[src/rtl/multi_sensor_scan_uc.sv]
// Sensor-scan / serial-report sequencer.
// Measures once, settles, then streams every byte of every sensor.
module multi_sensor_scan_uc #(
  parameter int N_SENSORS     = 3,
  parameter int N_BYTES       = 4,
  parameter int SETTLE_CYCLES = 50000000,
  parameter int TX_TIMEOUT    = 1000000,
  localparam int SW = (N_SENSORS > 1) ? $clog2(N_SENSORS) : 1,
  localparam int BW = (N_BYTES > 1) ? $clog2(N_BYTES) : 1
) (
  input  logic          clock,
  input  logic          reset,
  input  logic          jogar,
  input  logic          modo_continuo,
  input  logic          pronto_serial,
  output logic          medir,
  output logic          zera_sensor,
  output logic          zera_serial,
  output logic          partida_tx,
  output logic [SW-1:0] sel_sensor,
  output logic [BW-1:0] sel_byte,
  output logic          pronto,
  output logic          erro,
  output logic [3:0]    db_estado
);

  localparam int MAXW =
    (SETTLE_CYCLES > TX_TIMEOUT) ? SETTLE_CYCLES : TX_TIMEOUT;
  localparam int CW = (MAXW > 1) ? $clog2(MAXW) : 1;

  localparam logic [CW-1:0] SET_LAST = CW'(SETTLE_CYCLES - 1);
  localparam logic [CW-1:0] TX_LAST  = CW'(TX_TIMEOUT - 1);
  localparam logic [SW-1:0] S_LAST   = SW'(N_SENSORS - 1);
  localparam logic [BW-1:0] B_LAST   = BW'(N_BYTES - 1);

  typedef enum logic [3:0] {
    INICIAL     = 4'd0,
    MEDIR       = 4'd1,
    ESP_SEG     = 4'd2,
    ENVIA       = 4'd3,
    ESP_TX      = 4'd4,
    PROX_BYTE   = 4'd5,
    PROX_SENSOR = 4'd6,
    FINAL       = 4'd7,
    ERRO        = 4'd8
  } state_t;

  state_t        st;
  logic [CW-1:0] cnt;

  // State, shared wait counter and byte/sensor indices
  always_ff @(posedge clock or negedge reset) begin
    if (!reset) begin
      st         <= INICIAL;
      cnt        <= '0;
      sel_sensor <= '0;
      sel_byte   <= '0;
    end else begin
      case (st)
        INICIAL: begin
          sel_sensor <= '0;
          sel_byte   <= '0;
          if (jogar) st <= MEDIR;
        end
        MEDIR: begin
          cnt <= '0;
          st  <= ESP_SEG;
        end
        ESP_SEG: begin
          cnt <= cnt + CW'(1);
          if (cnt == SET_LAST) st <= ENVIA;
        end
        ENVIA: begin
          cnt <= '0;
          st  <= ESP_TX;
        end
        ESP_TX: begin
          cnt <= cnt + CW'(1);
          if (pronto_serial)      st <= PROX_BYTE;
          else if (cnt == TX_LAST) st <= ERRO;
        end
        PROX_BYTE: begin
          if (sel_byte == B_LAST) begin
            st <= PROX_SENSOR;
          end else begin
            sel_byte <= sel_byte + BW'(1);
            st       <= ENVIA;
          end
        end
        PROX_SENSOR: begin
          sel_byte <= '0;
          if (sel_sensor == S_LAST) begin
            st <= FINAL;
          end else begin
            sel_sensor <= sel_sensor + SW'(1);
            st         <= ENVIA;
          end
        end
        FINAL: begin
          sel_sensor <= '0;
          sel_byte   <= '0;
          st <= modo_continuo ? MEDIR : INICIAL;
        end
        ERRO: begin
          if (jogar) st <= INICIAL;
        end
        default: st <= INICIAL;
      endcase
    end
  end

  // Moore output decode of the state register
  always_comb begin
    medir       = 1'b0;
    zera_sensor = 1'b0;
    zera_serial = 1'b0;
    partida_tx  = 1'b0;
    pronto      = 1'b0;
    erro        = 1'b0;
    db_estado   = 4'hF;
    case (st)
      INICIAL: begin
        zera_sensor = 1'b1;
        zera_serial = 1'b1;
        db_estado   = 4'd0;
      end
      MEDIR: begin
        medir     = 1'b1;
        db_estado = 4'd1;
      end
      ESP_SEG:     db_estado = 4'd2;
      ENVIA: begin
        partida_tx = 1'b1;
        db_estado  = 4'd3;
      end
      ESP_TX:      db_estado = 4'd4;
      PROX_BYTE:   db_estado = 4'd5;
      PROX_SENSOR: db_estado = 4'd6;
      FINAL: begin
        pronto    = 1'b1;
        db_estado = 4'd7;
      end
      ERRO: begin
        erro        = 1'b1;
        zera_serial = 1'b1;
        db_estado   = 4'd8;
      end
      default: db_estado = 4'hF;
    endcase
  end

endmodule

[config.mk]
export PLATFORM = sky130hd
export DESIGN_NAME = multi_sensor_scan_uc
export DESIGN_NICKNAME = d
export VERILOG_FILES = /design/src/rtl/multi_sensor_scan_uc.sv
export SDC_FILE = /design/constraint.sdc
export NUM_CORES = 1
export LEC_CHECK = 0
export ABC_CLOCK_PERIOD_IN_PS = 2200
export CAP_MARGIN = 0
export CORE_AREA = 2 2 74 76
export DETAILED_ROUTE_END_ITERATION = 10
export DIE_AREA = 0 0 76 78
export DONT_BUFFER_PORTS = 1
export PLACE_DENSITY_LB_ADDON = 0.12
export SKIP_LAST_GASP = 1
export SLEW_MARGIN = 20
export SYNTH_ARGS = -nofsm -noshare
export SYNTH_HDL_FRONTEND = slang
export SYNTH_SLANG_ARGS = --single-unit
[constraint.sdc]
create_clock -name clock -period 2.2 [get_ports clock]
set_clock_uncertainty 0.2 [all_clocks]
set_input_delay 0.11 -clock clock [delete_from_list [all_inputs] [get_ports clock]]
set_output_delay 0.11 -clock clock [all_outputs]
set_load 0.01 [all_outputs]
# [Word level (Yosys, flattened, before mapping)]
# Cells that the tools add are included.
[totals] elab_cells=58 register_bits=34 out_inout_bits=14 in_bits=5
[op_classes] reduce_logical=12 addsub=3 n_mux=21 eq_ne=18
[op_table] operator="4-bit case mux with 9 select lines" count=2
[op_table] operator="26-bit case mux with 2 select lines" count=1
[op_table] operator="26-bit by 1-bit adder with 26-bit output, second input constant" count=1
[op_table] operator="26-bit by 20-bit == test with 1-bit output, second input constant" count=1
[op_table] operator="26-bit == test, second input constant" count=1
[op_table] operator="4-bit two-way mux" count=5
[op_table] operator="4-bit by 3-bit == test with 1-bit output, second input constant" count=4
[op_table] operator="2-bit inequality test, second input constant" count=5
[op_table] operator="4-bit by 2-bit == test with 1-bit output, second input constant" count=2
[op_table] operator="2-bit case mux with 2 select lines" count=2
[op_table] operator="2-bit OR reduction" count=4
[op_table] operator="1-bit two-way mux" count=7
[op_table] operator="3-bit two-way mux" count=2
[op_table] operator="2-bit nonzero test" count=3
[op_table] operator="2-bit by 1-bit adder with 2-bit output, second input constant" count=2
[op_table] operator="2-bit == test, second input constant" count=2
[op_table] operator="4-bit by 1-bit == test with 1-bit output, second input constant" count=1
[op_table] operator="4-bit == test, second input constant" count=1
[op_table] operator="4-bit zero test" count=1
[op_table] operator="2-bit two-way mux" count=2
[op_table] operator="2-bit AND reduction" count=2
[op_table] operator="4-bit AND reduction" count=1
[op_table] operator="3-bit inequality test, second input constant" count=1
[op_table] operator="3-bit OR reduction" count=1

# [Logic depth before layout (Yosys ltp)]
# Gate-level depths: netlist of run 1.
[depth] ltp_word=4 ltp_mapped=7 ltp_nobuf=6

# [Worst setup path after synthesis of run 1]
# No wires, ideal clock.
[synth_timing] path_type="register -> register" start="register cnt[0]" end="register cnt[22]" path_slack_ns=0.400 required_ns=1.918 path_stages_with_launch=7 n_path_buf=1 setup_ns=0.082 arrival_ns=1.518 path_cell_list="dfrtp_1 -> ha_1 -> and3_1 -> and4_1 -> clkbuf_1 -> a31o_2 -> a31oi_1"
[synth_between] elab_chain_len=2
[synth_lines] element="start, declared" line_no="49" source="logic [CW-1:0] cnt;"
[synth_lines] element="start signal, assigned" line_no="70" source="cnt <= cnt + CW'(1);"
[synth_lines] element="start signal, assigned" line_no="78" source="cnt <= cnt + CW'(1);"
[synth_lines] element="26-bit by 1-bit adder with 26-bit output" line_no="70, 78"
[synth_lines] element="26-bit case mux with 2 select lines" line_no="59" source="case (st)"
# No other way between the ends.
# A chain may end at the register's enable or synchronous reset.

# [Worst setup path after layout of run 1]
[layout_timing] start="register cnt[0]" end="register cnt[20]"
# The elaborated chain is that of the path after synthesis.

==> results of run 1 <==
==> per-layer routing <==
layer  GRT usage (%)  vias up  share of wire (%)
met5               0        -                  0
met1            27.7     1025                 46
li1                -     1030                  -
met3            3.72       16                6.1
met4            10.9        0                2.4
met2            34.4       71                 46
==> worst paths after layout <==
path,from,endpoint,slack [ns],cells after the start
worst min-delay path,reset,cnt[8]$_DFFE_PN0P_,0.08,2
worst max register to register,cnt[0]$_DFFE_PN0P_,cnt[20]$_DFFE_PN0P_,0.25,5
min in group clock,pronto_serial,st[2]$_DFFE_PN0P_,0.11,4
max in group asynchronous,reset,cnt[9]$_DFFE_PN0P_,1.54,2
worst min register to register,cnt[2]$_DFFE_PN0P_,cnt[2]$_DFFE_PN0P_,0.35,1
worst max-delay path,cnt[0]$_DFFE_PN0P_,cnt[20]$_DFFE_PN0P_,0.25,5
==> worst max-delay path, delay by kind of cell (launching register included) <==
| kind | cells | cell delay, ns |
|---|---|---|
| compound gates | 1 | 0.40 |
| simple gates | 3 | 0.60 |
| flops | 1 | 0.39 |
| fa+ha+maj | 1 | 0.23 |
==> timing repair <==
action,CTS,global route
setup endpoints to repair,0,5
gates resized for setup,0,1
hold buffers,5,0
hold endpoints to repair,37,0
==> through the flow <==
stage / setup slack [ns] / utilization (%)
final: 0.250 / 49.0
after global routing: 0.113 / 49.0
after CTS: 0.194 / 48.8
after detailed placement: 0.211 / 46.1
after global placement: 0.221 / 46.1
after floorplan: 0.400 / -
==> cell families after synthesis <==
logic type               after synthesis
XOR/XNOR                               2
AO/OA/AOI/OAI                         72
AND/OR/NAND/NOR                      123
buffers and inverters                 32
multiplexers                           2
flip-flops                            34
adder cells (fa/ha/maj)                3
==> flip-flops by register name, summed over array words and instances, names as in the netlist <==
name and flops:
st 4, sel_byte 2, cnt 26, sel_sensor 2
==> placed cells by master (no fill, tap or decap), types with 3 or more instances in the layout <==
cell	n
nor4_1	3
a41oi_1	6
nor2_1	13
a21oi_1	16
buf_4	16
or4_1	4
nand2b_1	4
and3_1	9
o31ai_1	4
nand3_1	18
a31oi_1	10
and4_1	5
nand4_1	9
o311ai_0	5
ha_1	3
a31o_2	3
clkbuf_8	5
o21ai_0	20
nand2_1	23
nor4b_1	3
nor3_1	13
inv_1	10
or3_1	4
dlygate4sd3_1	4
dfrtp_1	34
==> power by group <==
group	total [mW]	switching, mW	internal (mW)
Clock	0.437	0.219	0.218
Combinational	1.25	0.785	0.464
Sequential	0.789	0.0963	0.693
Total	2.48	1.10	1.38
==> cell type report <==
class | instances | area [um^2]
Sequential cell | 34 | 851
Inverter | 11 | 41.3
Timing Repair Buffer | 21 | 180
Tap cell | 70 | 87.6
Clock buffer | 7 | 76.3
Multi-Input combinational cell | 202 | 1230
Fill cell | 512 | 2570
==> impl_metrics.tcl, run 1 <==
set metrics [dict create \
    outcome "complete, no violations" \
    hold_viol 0 \
    cp-start-kind "flop" \
    synth_compound_area_share_pct 20.8 \
    synth_top_family_by_area "simple AND/OR/NAND/NOR gates" \
    ys_types 49 \
    rsz0062_at_grt "no" \
    clk_latency_ns 0.29 \
    syn_area_mm2 0.00221 \
    cts_tree "done" \
    synth_top_cell_by_area "dfrtp_1" \
    clock-sinks 34 \
    synth_fa_ha_area_share_pct 1.70 \
    grt_first_pass_wirelength_um 10200 \
    area.growth.synth_to_final_pct 11.8 \
    drt_first_pass_iters 4 \
    drive_above_1_share_pct 10.2 \
    maxCapViolCount 0 \
    avgSynthCellArea_um2 8.24 \
    synth_area_leaders "dfrtp_1 (39%), o21ai_0 (4.5%), nand3_1 (4.1%), nand2_1 (3.9%), a21oi_1 (3.6%)" \
    power_density_mw_per_mm2 1000 \
    crit_required_ns 2.16 \
    place.gp.congestion 0.900 \
    synth_most_common_cell "dfrtp_1" \
    fin_nets 283 \
    vdd_drop_max_v 0.000491 \
    num_rows 26 \
    final_cell_area_mm2 0.00247 \
    overflow 0 \
    synthesis.instances 268 \
    netlist.area_leader.share_pct 38.5 \
    synth-xor-area-share_pct 0.793 \
    clk_pin_slew_worst_paths_ns 0.07 \
    vias 2142 \
    clock.fmax_mhz 513 \
    antenna_cells 0 \
    antenna_found_initial 0 \
    async_flop_share_pct 100 \
    yosys-top-cells-count "dfrtp_1 (34), nand2_1 (23), o21ai_0 (20), nand3_1 (18), a21oi_1 (16)" \
    crit_fanout 5 \
    ys.flop_type "dfrtp_1" \
    grt_start_max_net_pins 35 \
    wl_um 5970 \
    muxShareOfSynthArea_pct 0.963 \
    yosysSeqAreaShare_pct 38.5 \
    clock-root-buffer "clkbuf_8" \
    finalCritPeriodShare_pct 88.6 \
    crit_arrival_ns 1.91 \
    crit_path_end_kind "flop" \
    synthSimpleGateAreaFrac_pct 31.3 \
    drc 0 \
    slew_headroom_pct 61.9 \
    cts.path.max_buffers 2 \
    dieArea_mm2 0.00593 \
    coreArea_mm2 0.00504 \
    postCtsSetupBuffers 0 \
    cp_slowest_cell "o311ai_0" \
    yosysWarnings 0 \
    grt_pass1_vias 2098 \
    critPathKind "flop to flop" \
    synth-edff-count 0 \
    ios 19 \
    fin_setup_tns_ns 0 \
    path_cells "ha_1 -> and3_1 -> nand4_1 -> o311ai_0 -> nand3_1" \
    fin_cells 345 \
    slew_violations 0 \
    antenna_left 0 \
    initial_core_util_pct 43.8 \
    cts_buffers 5 \
    setup_violations 0 \
    viasPerCell 6.21 \
    place_inst 333 \
    track_usage_pct 21.3 \
    wl_per_cell_um 17.3 \
    die_w_um 76 \
    drt_iter0_markers 163 \
    dieHeight_um 78 \
    fin_crit_ns 1.95 \
    portBuffers 0 \
    cts_max_level 2 \
    holdWs_ns 0.0848 \
    power_leakage_nw 0.991 \
    power_mw 2.48 \
    post_dp_cell_area_mm2 0.00233 \
    synth-seq-cells 34 \
    syn_nets 276 \
    slowest_delay_ns 0.40 \
    dpl.hpwl_um 4210 \
    worstHoldPathType "input pin to async pin" \
    tightest_slew_ns 0.570 \
]
Note: power is estimated with default switching activity, not from simulation.
==> run 2, diff against run 1 <==
Settings changed: ABC_CLOCK_PERIOD_IN_PS 2200 to 2300.
Clock period 2.2 ns to 2.3 ns, I/O delays scaled along.
==> impl_metrics.tcl, run 2 (synthesized netlist as in run 1, its figures left out) <==
set metrics [dict create \
    antenna_cells 0 \
    reg_top3 "cnt (26), st (4)" \
    overflow 0 \
    drc 0 \
    ios 19 \
    final_common_cell "dfrtp_1" \
    clock.fmax_mhz 496 \
    fillers 486 \
    antenna_found_initial 0 \
    fin_crit_ns 2.02 \
    slew_headroom_pct 62.5 \
    top_register "cnt" \
    cp_slowest_cell "dfrtp_1" \
    dieArea_mm2 0.00593 \
    dpl.hpwl_um 4020 \
    power_leakage_nw 0.956 \
    wl_per_cell_um 17.2 \
    fin_nets 276 \
    slew_violations 0 \
    crit_buf_inv 0 \
    wl_um 5810 \
    portBuffers 0 \
    power_density_mw_per_mm2 960 \
    outcome "complete, no violations" \
    vdd_drop_max_v 0.000386 \
    cp-start-kind "flop" \
    grt_first_pass_wirelength_um 10100 \
    grt_start_max_net_pins 35 \
    place.gp.congestion 0.934 \
    crit_path_end_kind "flop" \
    clock-root-buffer "clkbuf_8" \
    cts_buffers 5 \
    critPathKind "flop to flop" \
    hold_viol 0 \
    drt_first_pass_iters 4 \
    drt_iter0_markers 130 \
    final_cell_area_mm2 0.00241 \
    die_w_um 76 \
    place_inst 327 \
    fin_cells 338 \
    clk_latency_ns 0.29 \
    tightest_slew_ns 0.560 \
    fin_setup_tns_ns 0 \
    num_rows 26 \
    initial_core_util_pct 43.8 \
    setup_violations 0 \
    cts_max_level 2 \
    dieHeight_um 78 \
    coreArea_mm2 0.00504 \
    maxCapViolCount 0 \
    postCtsSetupBuffers 0 \
    worstHoldPathType "input pin to flop" \
    finalCritPeriodShare_pct 87.6 \
    drive_above_1_share_pct 8.21 \
    rsz0062_at_grt "no" \
    largest_reg_flops 26 \
    area.growth.synth_to_final_pct 9.01 \
    crit_required_ns 2.26 \
    final_cell_mix "dfrtp_1 (34), nand2_1 (23), o21ai_0 (20)" \
    crit_fanout 19 \
    clock-sinks 34 \
    antenna_left 0 \
    path_common_cell "o21ai_0" \
    slowest_delay_ns 0.48 \
    cts.path.max_buffers 2 \
    crit_arrival_ns 1.98 \
    vias 2108 \
    power_mw 2.31 \
    grt_pass1_vias 2009 \
    cts_tree "done" \
    viasPerCell 6.24 \
    path_cells "o21ai_0 -> nand3_2 -> o21ai_0 -> o31ai_1" \
    track_usage_pct 21.1 \
    cp_top_family "compound AO/OA/AOI/OAI gates" \
    post_dp_cell_area_mm2 0.00228 \
    clk_pin_slew_worst_paths_ns 0.07 \
]
run 2: repair_timing:
item | in CTS | in global routing
endpoints found under the hold margin | 37 | 0
setup endpoints to repair | 0 | 0
hold buffers | 4 | 0
gates resized for setup | 0 | 0
run 2: metrics by stage:
stage / worst slack [ns] / hold WS [ns] / util [%]
finish: 0.284 / 0.0117 / 47.7
CTS: 0.257 / 0.00967 / 47.7
global route: 0.0718 / 0.0308 / 47.7
floorplan: 0.500 / -0.381 / -
global placement: 0.280 / -0.380 / 45.2
detailed placement: 0.272 / -0.380 / 45.2
run 2: routing by layer:
| metal | vias up | global-route usage, % | part of all wire, % |
|---|---|---|---|
| met5 | - | 0 | 0 |
| met2 | 53 | 34.6 | 46 |
| met1 | 1027 | 27.4 | 48 |
| met4 | 0 | 8.91 | 2.1 |
| li1 | 1016 | - | - |
| met3 | 12 | 3.72 | 4.0 |
run 2: final cells by class:
type | count | area, um^2 | share of cell area (%)
flip-flops and latches | 34 | 851 | 35.3
repair buffers | 14 | 125 | 5.20
inverters | 11 | 41.3 | 1.72
clock buffers | 7 | 76.3 | 3.17
well taps | 70 | 87.6 | 3.64
multi-input cells | 202 | 1230 | 50.9
run 2: worst paths after layout:
path	startpoint	to	slack [ns]	cells past startpoint
max	st[1]$_DFFE_PN0P_	cnt[3]$_DFFE_PN0P_	0.28	4
min	modo_continuo	st[0]$_DFFE_PN0P_	0.01	3
max reg2reg	st[1]$_DFFE_PN0P_	cnt[3]$_DFFE_PN0P_	0.28	4
min reg2reg	cnt[22]$_DFFE_PN0P_	cnt[22]$_DFFE_PN0P_	0.34	1
max in group asynchronous	reset	cnt[24]$_DFFE_PN0P_	1.64	2
min in group asynchronous	reset	cnt[2]$_DFFE_PN0P_	0.08	2
run 2: power by group:
group / total (mW) / internal (mW) / switching [mW]
Clock: 0.423 / 0.209 / 0.214
Sequential: 0.749 / 0.663 / 0.0861
Combinational: 1.14 / 0.403 / 0.736
run 2: worst min-delay path: stages:
cell and delay [ns]:
o31a_1 0.23, o221ai_1 0.07, a31oi_1 0.05
